File: config.mk
export PLATFORM = sky130hd
export DESIGN_NAME = alu_div_seq_flat
export DESIGN_NICKNAME = d
export VERILOG_FILES = /design/src/rtl/alu_div_seq_if.sv /design/src/rtl/alu_div_seq.sv /design/src/flat_wrapper.sv
export SDC_FILE = /design/constraint.sdc
export NUM_CORES = 1
export LEC_CHECK = 0
export BUFFER_PORTS_ARGS = -buffer_cell sky130_fd_sc_hd__buf_2
export CORE_MARGIN = 2
export CORE_UTILIZATION = 65
export CTS_CLUSTER_SIZE = 25
export DETAILED_ROUTE_END_ITERATION = 16
export PLACE_DENSITY = 0.86
export SYNTH_ARGS = -nofsm -noshare
export SYNTH_HDL_FRONTEND = slang
export SYNTH_SLANG_ARGS = --single-unit
File: constraint.sdc
create_clock -name clk -period 5.4 [get_ports clk]
set_input_delay 1.08 -clock clk [delete_from_list [all_inputs] [get_ports clk]]
set_output_delay 1.08 -clock clk [all_outputs]
set_load 0.02 [all_outputs]
File: src/rtl/alu_div_seq_if.sv
// alu_div_seq request/result bus and shared opcode package.
// Master is the ALU side, slave is the divider.
package alu_div_pkg;
  typedef enum logic [3:0] {
    ALU_ADD  = 4'd0,
    ALU_SUB  = 4'd1,
    ALU_AND  = 4'd2,
    ALU_OR   = 4'd3,
    ALU_DIV  = 4'd8,
    ALU_DIVU = 4'd9,
    ALU_REM  = 4'd10,
    ALU_REMU = 4'd11
  } alu_opcode_e;
endpackage

interface alu_div_if #(
  parameter int WIDTH = 32
) ();
  import alu_div_pkg::*;

  logic             enable_i;
  alu_opcode_e      operator_i;
  logic [WIDTH-1:0] operand_a_i;
  logic [WIDTH-1:0] operand_b_i;
  logic             ex_ready_i;
  logic [WIDTH-1:0] result_o;
  logic             valid_o;
  logic             ready_o;

  modport master (
    output enable_i, operator_i, operand_a_i,
    output operand_b_i, ex_ready_i,
    input  result_o, valid_o, ready_o
  );

  modport slave (
    input  enable_i, operator_i, operand_a_i,
    input  operand_b_i, ex_ready_i,
    output result_o, valid_o, ready_o
  );
endinterface

File: src/rtl/alu_div_seq.sv
// Radix-2 restoring divider for DIV/DIVU/REM/REMU.
// ALU_DIV_EARLY_OUT_EN: skip leading zero bits of |a|.
module alu_div_seq
  import alu_div_pkg::*;
#(
  parameter int WIDTH = 32,
  parameter int CNT_W = $clog2(WIDTH+1)
) (
  input  logic       clk,
  input  logic       rst,
  alu_div_if.slave   bus
);

  typedef enum logic [2:0] {
    IDLE, PREP, ITER, FIX, DONE
  } state_e;

  state_e           state;
  state_e           state_nx;
  logic [WIDTH-1:0] a_q;
  logic [WIDTH-1:0] b_q;
  logic [WIDTH-1:0] rem_q;
  logic [WIDTH-1:0] res_q;
  logic             sgn_q;
  logic             remf_q;
  logic             qneg_q;
  logic             rneg_q;
  logic [CNT_W-1:0] cnt_q;

  logic             op_ok;
  logic             accept;
  logic             ready;
  logic             valid;
  logic [WIDTH-1:0] abs_a;
  logic [WIDTH-1:0] abs_b;
  logic [WIDTH:0]   trial;
  logic [WIDTH-1:0] pre_a;
  logic [CNT_W-1:0] n_load;

  assign op_ok = (bus.operator_i == ALU_DIV)  ||
                 (bus.operator_i == ALU_DIVU) ||
                 (bus.operator_i == ALU_REM)  ||
                 (bus.operator_i == ALU_REMU);
  assign accept = (state == IDLE) && bus.enable_i && op_ok;

  assign abs_a = (sgn_q && a_q[WIDTH-1]) ? -a_q : a_q;
  assign abs_b = (sgn_q && b_q[WIDTH-1]) ? -b_q : b_q;
  assign trial = {rem_q, a_q[WIDTH-1]} - {1'b0, b_q};

`ifdef ALU_DIV_EARLY_OUT_EN
  // Significant-bit count of |a|, at least one
  always_comb begin
    n_load = CNT_W'(1);
    for (int i = 0; i < WIDTH; i++)
      if (abs_a[i]) n_load = CNT_W'(i + 1);
  end
  assign pre_a = abs_a << (CNT_W'(WIDTH) - n_load);
`else
  assign n_load = CNT_W'(WIDTH);
  assign pre_a  = abs_a;
`endif

  // State register
  always_ff @(posedge clk) begin
    if (rst) state <= IDLE;
    else     state <= state_nx;
  end

  // Next state and handshake outputs
  always_comb begin
    state_nx = state;
    ready    = 1'b0;
    valid    = 1'b0;
    case (state)
      IDLE: begin
        ready = 1'b1;
        if (accept) state_nx = PREP;
      end
      PREP:
        state_nx = (b_q == '0) ? DONE : ITER;
      ITER:
        if (cnt_q == CNT_W'(1)) state_nx = FIX;
      FIX:
        state_nx = DONE;
      DONE: begin
        valid = 1'b1;
        if (bus.ex_ready_i) state_nx = IDLE;
      end
      default:
        state_nx = IDLE;
    endcase
  end

  // Datapath: capture, normalise, iterate, sign-fix
  always_ff @(posedge clk) begin
    if (rst) begin
      a_q    <= '0;
      b_q    <= '0;
      rem_q  <= '0;
      res_q  <= '0;
      sgn_q  <= 1'b0;
      remf_q <= 1'b0;
      qneg_q <= 1'b0;
      rneg_q <= 1'b0;
      cnt_q  <= '0;
    end else begin
      case (state)
        IDLE:
          if (accept) begin
            a_q    <= bus.operand_a_i;
            b_q    <= bus.operand_b_i;
            sgn_q  <= (bus.operator_i == ALU_DIV) ||
                      (bus.operator_i == ALU_REM);
            remf_q <= (bus.operator_i == ALU_REM) ||
                      (bus.operator_i == ALU_REMU);
          end
        PREP: begin
          qneg_q <= sgn_q && (a_q[WIDTH-1] ^ b_q[WIDTH-1]);
          rneg_q <= sgn_q && a_q[WIDTH-1];
          cnt_q  <= n_load;
          rem_q  <= '0;
          if (b_q == '0) begin
            res_q <= remf_q ? a_q : '1;
          end else begin
            a_q <= pre_a;
            b_q <= abs_b;
          end
        end
        ITER: begin
          cnt_q <= cnt_q - CNT_W'(1);
          if (!trial[WIDTH]) begin
            rem_q <= trial[WIDTH-1:0];
            a_q   <= {a_q[WIDTH-2:0], 1'b1};
          end else begin
            rem_q <= {rem_q[WIDTH-2:0], a_q[WIDTH-1]};
            a_q   <= {a_q[WIDTH-2:0], 1'b0};
          end
        end
        FIX:
          if (remf_q) res_q <= rneg_q ? -rem_q : rem_q;
          else        res_q <= qneg_q ? -a_q : a_q;
        default: ;
      endcase
    end
  end

  assign bus.ready_o  = ready;
  assign bus.valid_o  = valid;
  assign bus.result_o = valid ? res_q : '0;

endmodule

File: src/flat_wrapper.sv
// flat-port wrapper written by rule: the top's interface ports become plain ports
module alu_div_seq_flat import alu_div_pkg::*;
#(
  parameter int WIDTH = 32,
  parameter int CNT_W = $clog2(WIDTH+1)
)
  (clk, rst, bus_enable_i, bus_operator_i, bus_operand_a_i, bus_operand_b_i, bus_ex_ready_i, bus_result_o, bus_valid_o, bus_ready_o);
  alu_div_if #(.WIDTH(WIDTH)) bus_i ();
  input  logic clk;
  input  logic rst;
  input wire logic [$bits(bus_i.enable_i)-1:0] bus_enable_i;
  input wire logic [$bits(bus_i.operator_i)-1:0] bus_operator_i;
  input wire logic [$bits(bus_i.operand_a_i)-1:0] bus_operand_a_i;
  input wire logic [$bits(bus_i.operand_b_i)-1:0] bus_operand_b_i;
  input wire logic [$bits(bus_i.ex_ready_i)-1:0] bus_ex_ready_i;
  output wire logic [$bits(bus_i.result_o)-1:0] bus_result_o;
  output wire logic [$bits(bus_i.valid_o)-1:0] bus_valid_o;
  output wire logic [$bits(bus_i.ready_o)-1:0] bus_ready_o;
  assign bus_i.enable_i = bus_enable_i;
  assign bus_i.operator_i = bus_operator_i;
  assign bus_i.operand_a_i = bus_operand_a_i;
  assign bus_i.operand_b_i = bus_operand_b_i;
  assign bus_i.ex_ready_i = bus_ex_ready_i;
  assign bus_result_o = bus_i.result_o;
  assign bus_valid_o = bus_i.valid_o;
  assign bus_ready_o = bus_i.ready_o;
  alu_div_seq #(.WIDTH(WIDTH), .CNT_W(CNT_W)) u_core (.clk(clk), .rst(rst), .bus(bus_i));
endmodule
Word level (Yosys, flattened, before mapping)
Cells that the tools add are included.
Cells by class
  mux-type cells: 26
  bitwise gates (word level): 1
  equal/unequal tests: 16
  add/sub/neg operators: 5
  reductions and logical operators: 21
Operators with widths (number)
  $mux 32: 13
  $pmux 32 s2: 3
  $neg 32->32: 3
  $pmux 32 s3: 1
  $sub 33x32->33: 1
  $logic_not 32->1: 1
  $eq 4x4->1 const B: 4
  $pmux 3 s5: 1
  $mux 3: 4
  $pmux 6 s2: 1
  $ne 2x1->1 const B: 5
  $reduce_and 4->1: 2
  $eq 3x2->1 const B: 2
  $eq 6x1->1 const B: 1
  $reduce_bool 2->1: 3
  $sub 6x1->6 const B: 1
  $logic_and 1x1->1: 5
  $logic_or 1x1->1: 5
  $ne 2x2->1 const B: 2
  $reduce_and 2->1: 2
  $eq 3x1->1 const B: 1
  $eq 3x3->1 const B: 1
  $logic_not 3->1: 1
  $mux 1: 3
  other kinds (3): 3
Storage, ports and cells
  input bits: 72
  bits in registers: 141
  output and inout bits: 34
  logic and storage cells: 79

Longest topological paths before layout
Gate-level depths: netlist (run 1).
  word-level depth: 7
  mapped depth: 16
  mapped depth without buffers: 12

Worst setup path before layout (run 1)
No wires, ideal clock.
  path type: register to register
  from: register u_core.a_q[31]
  to: register u_core.rem_q[23]
  path buffers: 4
  setup slack: 1.988 ns
  data required time: 5.274 ns
  clock period less this slack: 3.412 ns
  setup time: 0.126 ns
  data arrival time: 3.286 ns
  stages on the path, launching flop included: 17
  path through: dfxtp_1 -> clkbuf_1 -> inv_1 -> ha_1 -> fa_1 -> nand2b_1 -> a21oi_1 -> nor2_1 -> o31ai_2 -> a21oi_1 -> a41o_1 -> buf_2 -> or2_1 -> buf_2 -> buf_2 -> a32oi_1 -> o31ai_1
On the way
  word-level cells in the longest chain between the ends: 3
Ends and longest elaborated chain
  start: declaration: RTL line alu_div_seq.sv:20  | logic [WIDTH-1:0] a_q;
  start signal: assignment: RTL line alu_div_seq.sv:110  | a_q <= bus.operand_a_i;
  start signal: assignment: RTL line alu_div_seq.sv:125  | a_q <= pre_a;
  start signal: assignment: RTL line alu_div_seq.sv:133  | a_q <= {a_q[WIDTH-2:0], 1'b1};
  $sub 33x32->33: RTL line alu_div_seq.sv:48  | assign trial = {rem_q, a_q[WIDTH-1]} - {1'b0, b_q};
  $mux 32: RTL line alu_div_seq.sv:131  | if (!trial[WIDTH]) begin
  $pmux 32 s2: RTL line alu_div_seq.sv:107  | case (state)
  end signal: assignment: RTL line alu_div_seq.sv:132  | rem_q <= trial[WIDTH-1:0];
  end signal: assignment: RTL line alu_div_seq.sv:135  | rem_q <= {rem_q[WIDTH-2:0], a_q[WIDTH-1]};
  end: declaration: RTL line alu_div_seq.sv:22  | logic [WIDTH-1:0] rem_q;
No other way between the ends.
A chain may end at the register's enable or synchronous reset.

Final worst setup path (run 1)
  from: register u_core.a_q[31]
  to: register u_core.rem_q[16]
The elaborated chain is that of the path after synthesis.

==> impl_metrics.json, run 1 <==
{
  "wl_um": 32600,
  "syn_avg_cell_area_um2": 7.33,
  "num-fill-cells": 1311,
  "startpoint_type": "register",
  "hp-class": "reg2reg",
  "status": "complete, no violations",
  "diodes": 0,
  "grtUsageTotal_pct": 35.9,
  "fin_nets": 1611,
  "synth_fp_nets": 1589,
  "cts.clk_slew.worst_paths_ns": 0.06,
  "sequentialPowerShare_pct": 36.0,
  "tns_ns": 0,
  "cap_viol_max_count": 0,
  "p_int_mw": 2.13,
  "wire_per_inst_um": 18.8,
  "endpoint_kind": "register",
  "worstSetupPathType": "reg2reg",
  "synth_ff_type": "dfxtp_1",
  "syn_area_mm2": 0.0108,
  "cts_tree": "done",
  "rows": 47,
  "overflow": 0,
  "die_w_um": 133,
  "grt_pass1_vias": 10500,
  "seqCellArea_mm2": 0.00282,
  "p_comb_share_pct": 26.5,
  "p_switching_mw": 1.06,
  "drt_iter0_drc": 1364,
  "ys_ff_latch": 141,
  "yosysMostFrequentCell": "nor2_1",
  "ctsResizeCount": 0,
  "num_io_pins": 106,
  "drv_slew": 0,
  "rsz0062_at_grt": "no",
  "drtAntennaViolNets": 0,
  "dp_hpwl_um": 22800,
  "drive_gt1_share_pct": 12.7,
  "synth_cell_types": 80,
  "reg2reg_slack_ns": 1.13,
  "relSlewSlack_pct": 18.9,
  "io_buffers": 105,
  "antenna_found_initial": 0,
  "cts_sinks": 141,
  "ir_worst_vdd_v": 0.000214,
  "skew_ns": 0.0112,
  "synth_top_area_cell": "dfxtp_1",
  "p_leak_nw": 4.85,
  "post_dp_cell_area_mm2": 0.0114,
  "fin_crit_ns": 4.27,
  "vias": 11500,
  "cts_setup_buffers": 0,
  "finalInstanceArea_mm2": 0.0119,
  "coreArea_mm2": 0.0165,
  "area_growth_pct": 10.1,
  "arrival_ns": 4.54,
  "clkPwrFrac_pct": 37.5,
  "min_period_over_period_pct": 79.0,
  "synth_top_area_share_pct": 26.0,
  "hold_viol_final": 0,
  "first_pass_iters": 6,
  "cts_hold_buf": 0,
  "worstPathRequired_ns": 5.67,
  "vias_per_cell": 6.66,
  "grt_max_degree": 106,
  "postLayoutSetupSlackWorst_ns": 1.13,
  "cp_max_fo": 19,
  "synthCells": 1479,
  "detailedPlace.worstSlack_ns": 1.21,
  "start_util_pct": 65.9,
  "setup_viol": 0,
  "cts_buffers": 17,
  "drc": 0,
  "synth_enable_flop_cells": 0,
  "synth_warnings": 0,
  "power.density_mw_per_mm2": 267,
  "gp_congestion": 0.981,
  "synth_common_cells": "nor2_1, nand2_1, dfxtp_1",
  "cts_root_buf": "clkbuf_16",
  "seq_area_frac_synth_pct": 26.0,
  "p_sw_share_pct": 33.2,
  "clk-insertion-delay-late_ns": 0.44,
  "grt_first_pass_wirelength_um": 52300,
  "worst_pin_slew_ns": 1.21,
  "cts.path.max_buffers": 2,
  "dieArea_mm2": 0.0177,
  "yosys-top-cells-area": "dfxtp_1, o21ai_0, nor2_1",
  "h-tree-depth": 4,
  "die_h_um": 133,
  "synthArstFlopShare_pct": 0,
  "timing.fmax_mhz": 234,
  "multi_input_area_mm2": 0.00740
}
## sequential cells by signal (all words and copies together) (netlist names)
| register | cells |
|---|---|
| u_core.remf_q | 1 |
| u_core.rneg_q | 1 |
| u_core.sgn_q | 1 |
| u_core.state | 3 |
| u_core.a_q | 32 |
| u_core.rem_q | 32 |
| u_core.b_q | 32 |
| u_core.qneg_q | 1 |
| u_core.res_q | 32 |
| u_core.cnt_q | 6 |
## cell usage in the layout (no fill, tap or decap), drive strengths merged, types with 8 or more instances in the layout
cell,instances
ha,37
o31ai,20
nor4,16
a211oi,26
a221o,9
nand2,145
and2,36
or4,10
nand3,25
a22o,14
xnor2,34
nand2b,16
or3,26
dfxtp,141
or2,10
a21o,11
clkbuf,20
o311ai,8
mux2i,28
a21oi,102
nor2b,13
o211ai,9
a22oi,33
nand4,12
buf,122
a221oi,30
xor2,54
o21ai,130
nor2,163
inv,57
nor3,50
## worst max-delay path: stages (launching register included)
cell      delay (ns)
dfxtp_1         0.44
inv_1           0.12
ha_1            0.22
fa_1            0.40
nand2b_1        0.19
a21oi_1         0.23
nor2_1          0.11
o31ai_2         0.36
a21oi_1         0.19
a21oi_2         0.34
or2_1           0.76
buf_4           0.41
mux2i_1         0.22
o21ai_0         0.10
## power groups by stage
| stage | Combinational, mW | Clock, mW | Sequential, mW |
|---|---|---|---|
| 2_1_floorplan | 0.685 | 0 | 1.13 |
| 3_3_place_gp | 0.807 | 0 | 1.17 |
| 3_5_place_dp | 0.821 | 0 | 1.17 |
| 4_1_cts | 0.830 | 1.19 | 1.15 |
| 5_1_grt | 0.924 | 1.23 | 1.16 |
| 6_report | 0.846 | 1.20 | 1.15 |
## stage by stage
stage	instances	power (mW)	util, %	hold slack (ns)
6_report	1734	3.19	72.5	0.450
5_1_grt	1734	3.31	72.5	0.465
4_1_cts	1734	3.17	72.5	0.451
3_5_place_dp	1702	1.99	68.9	0.443
3_3_place_gp	1702	1.97	68.9	0.434
2_1_floorplan	1479	1.81	-	0.417
## path summary, 6_finish.rpt
check | startpoint | to | cells past startpoint
worst max-delay path | u_core.a_q[31] | u_core.rem_q[16] | 13
worst min-delay path | u_core.res_q[21] | u_core.res_q[21] | 2
worst max register to register | u_core.a_q[31] | u_core.rem_q[16] | 13
worst min register to register | u_core.res_q[21] | u_core.res_q[21] | 2
## metal layers
metal / vias to the layer above / global-route usage [%] / share of wire [%]
met5: - / 0 / 0
met4: 0 / 16.5 / 3.9
met3: 93 / 5.44 / 8.6
met2: 638 / 59.2 / 47
met1: 5368 / 46.5 / 40
li1: 5443 / - / -
## area by class of cell
type / instances / area share (%)
Timing Repair Buffer: 122 / 5.47
Inverter: 53 / 1.67
Tap cell: 220 / 2.31
Clock inverter: 12 / 1.11
Clock buffer: 20 / 3.82
Sequential cell: 141 / 23.6
Multi-Input combinational cell: 1166 / 62.0
## cells by family after synthesis
logic type      share of synthesized area [%]
buf+inv                                  6.26
fa+ha+maj                                4.45
mux                                      2.79
simple gates                             25.1
flops                                    26.0
xor+xnor                                 7.10
compound gates                           28.3
(Power assumes the default switching activity.)
==> inputs of run 2 (changes only) <==
--- a/config.mk
+++ b/config.mk
@@ -5,12 +5,13 @@
 export SDC_FILE = /design/constraint.sdc
 export NUM_CORES = 1
 export LEC_CHECK = 0
+export ABC_AREA = 1
 export BUFFER_PORTS_ARGS = -buffer_cell sky130_fd_sc_hd__buf_2
 export CORE_MARGIN = 2
-export CORE_UTILIZATION = 65
+export CORE_UTILIZATION = 56
 export CTS_CLUSTER_SIZE = 25
 export DETAILED_ROUTE_END_ITERATION = 16
-export PLACE_DENSITY = 0.86
+export PLACE_DENSITY = 0.78
 export SYNTH_ARGS = -nofsm -noshare
 export SYNTH_HDL_FRONTEND = slang
 export SYNTH_SLANG_ARGS = --single-unit
==> constraint.sdc (replaced) <==
create_clock -name clk -period 3.7 [get_ports clk]
set_input_delay 0.74 -clock clk [delete_from_list [all_inputs] [get_ports clk]]
set_output_delay 0.74 -clock clk [all_outputs]
set_load 0.02 [all_outputs]
==> impl_metrics.json, run 2 <==
{
  "cts_buffers": 17,
  "worst_pin_slew_ns": 1.11,
  "tns_ns": 0,
  "vias_per_cell": 5.76,
  "wire_per_inst_um": 17.7,
  "cts_setup_buffers": 0,
  "crit_path_end": "u_core.rem_q[31]",
  "crit_chain": "inv_1 > ha_1 > fa_1 > inv_1 > nand2_1 > nand2_1 > nand3_1 > nand2_2 > nand2_2 > nand2_4 > nand2_4 > nand3_1 > nand3_1 > nand2_1 > nand2_1 > a21oi_1",
  "wl_um": 45200,
  "hold_viol_final": 0,
  "synth_top_area_cell": "dfxtp_1",
  "yosysMostFrequentCell": "nand2_1",
  "worstPathRequired_ns": 4.06,
  "cp-startpoint": "u_core.a_q[31]",
  "relSlewSlack_pct": 26.0,
  "synth_cell_types": 53,
  "cts_root_buf": "clkbuf_16",
  "clk-insertion-delay-late_ns": 0.44,
  "synth_enable_flop_cells": 0,
  "area_growth_pct": 9.49,
  "grt_first_pass_wirelength_um": 70000,
  "drc": 0,
  "fin_nets": 2365,
  "diodes": 0,
  "yosys-top-cells-area": "dfxtp_1, nand2_1, inv_1",
  "endpoint_kind": "register",
  "timing.fmax_mhz": 347,
  "grtUsageTotal_pct": 36.6,
  "cpMostUsedCell": "nand2_1",
  "synthArstFlopShare_pct": 0,
  "cts_sinks": 141,
  "grt_max_degree": 62,
  "mostFrequentLayoutCell": "nand2_1",
  "die_h_um": 156,
  "num-fill-cells": 2262,
  "crit_family": "simple AND/OR/NAND/NOR gates",
  "critical_path_depth": 16,
  "drv_slew": 0,
  "wl_met3_um": 3290,
  "dp_hpwl_um": 34400,
  "synth_fp_nets": 2313,
  "synth_top_area_share_pct": 21.9,
  "antenna_found_initial": 0,
  "slowest_delay_ns": 0.42,
  "regToRegStartpoint": "u_core.a_q[31]",
  "ctsResizeCount": 0,
  "worstSetupPathType": "reg2reg",
  "layout_common_cells": "nand2_1, inv_1, nor2_1, nand3_1, a21oi_1",
  "coreArea_mm2": 0.0226,
  "syn_area_mm2": 0.0129,
  "grt_pass1_vias": 13400,
  "drtAntennaViolNets": 0,
  "ys_ff_latch": 141,
  "top_layer": "met4",
  "cts_hold_buf": 0,
  "rows": 55,
  "seq_area_frac_synth_pct": 21.9,
  "cts.clk_slew.worst_paths_ns": 0.07,
  "wl_met1_um": 18200,
  "crit_buf_inv": 2,
  "gp_congestion": 1.02,
  "drt_iter0_drc": 1365,
  "synth_ff_type": "dfxtp_1",
  "r2r_end": "u_core.rem_q[31]",
  "cts.path.max_buffers": 2,
  "h-tree-depth": 4,
  "min_period_over_period_pct": 78.0,
  "reg2reg_slack_ns": 0.82,
  "synthCells": 2203,
  "num_io_pins": 106,
  "cap_viol_max_count": 0,
  "hp-class": "reg2reg",
  "synth_warnings": 0,
  "status": "complete, no violations",
  "fin_crit_ns": 2.88,
  "syn_avg_cell_area_um2": 5.84,
  "startpoint_type": "register",
  "reg2reg_depth": 16,
  "die_w_um": 156,
  "dieArea_mm2": 0.0242,
  "first_pass_iters": 7,
  "overflow": 0,
  "slowest_stage": "dfxtp_1",
  "cp_max_fo": 6,
  "synth_common_cells": "nand2_1, inv_1, nor2_1",
  "arrival_ns": 3.24,
  "drive_gt1_share_pct": 11.9,
  "vias": 14700,
  "skew_ns": 0.0197,
  "start_util_pct": 57.0,
  "rsz0062_at_grt": "no",
  "wl_met2_um": 20900,
  "io_buffers": 105,
  "cts_tree": "done",
  "setup_viol": 0
}
[run 2: cells by family (layout without fill, tap and decap cells)]
| family | Yosys count | after routing | share of synthesized area, % |
|---|---|---|---|
| compound gates | 408 | 408 | 18.5 |
| xor+xnor | 44 | 44 | 3.00 |
| fa+ha+maj | 38 | 38 | 3.76 |
| buf+inv | 390 | 455 | 12.1 |
| flops | 141 | 141 | 21.9 |
| mux | 1 | 1 | 0.0778 |
| simple gates | 1181 | 1181 | 40.6 |
[run 2: per-stage QoR]
| step | cells | hold WS, ns | setup WS, ns | area (µm²) | utilization [%] |
|---|---|---|---|---|---|
| finish | 2553 | 0.467 | 0.816 | 14100 | 62.4 |
| CTS | 2553 | 0.466 | 0.853 | 14100 | 62.4 |
| global placement | 2521 | 0.446 | 0.968 | 13500 | 59.6 |
| global route | 2553 | 0.479 | 0.608 | 14100 | 62.4 |
| detailed placement | 2521 | 0.455 | 0.884 | 13500 | 59.6 |
| floorplan | 2203 | 0.427 | 1.30 | 12900 | - |
[run 2: final cells by class]
type,instances,area [µm²],share of cell area (%)
Multi-Input combinational cell,1672,8480,60.3
Tap cell,285,357,2.53
Sequential cell,141,2820,20.1
Clock buffer,17,425,3.02
Clock inverter,15,196,1.40
Timing Repair Buffer,121,658,4.67
Inverter,302,1130,8.06
[run 2: worst min-delay path by stage]
stage,start,to,depth (start not counted),slack (ns)
floorplan,u_core.res_q[5],u_core.res_q[5],2,0.43
global placement,u_core.res_q[5],u_core.res_q[5],2,0.45
detailed placement,u_core.res_q[5],u_core.res_q[5],2,0.46
CTS,u_core.res_q[18],u_core.res_q[18],2,0.47
global route,u_core.res_q[18],u_core.res_q[18],2,0.48
finish,u_core.res_q[18],u_core.res_q[18],2,0.47
[run 2: per-layer routing]
layer | global-route usage [%] | vias up
li1 | - | 7263
met1 | 46.1 | 6664
met2 | 60.3 | 658
met3 | 4.44 | 113
met4 | 21.5 | 0
met5 | 0 | -
[run 2: tightest hold or removal path, stage by stage, from the launching register on]
cell and delay, ns:
dfxtp_1 0.31, nand2_1 0.06, a21oi_1 0.05
Power of run 2 is left out: the tool's default activity adds up to more than one toggle a clock period on the data nets, which glitch-free logic cannot reach.
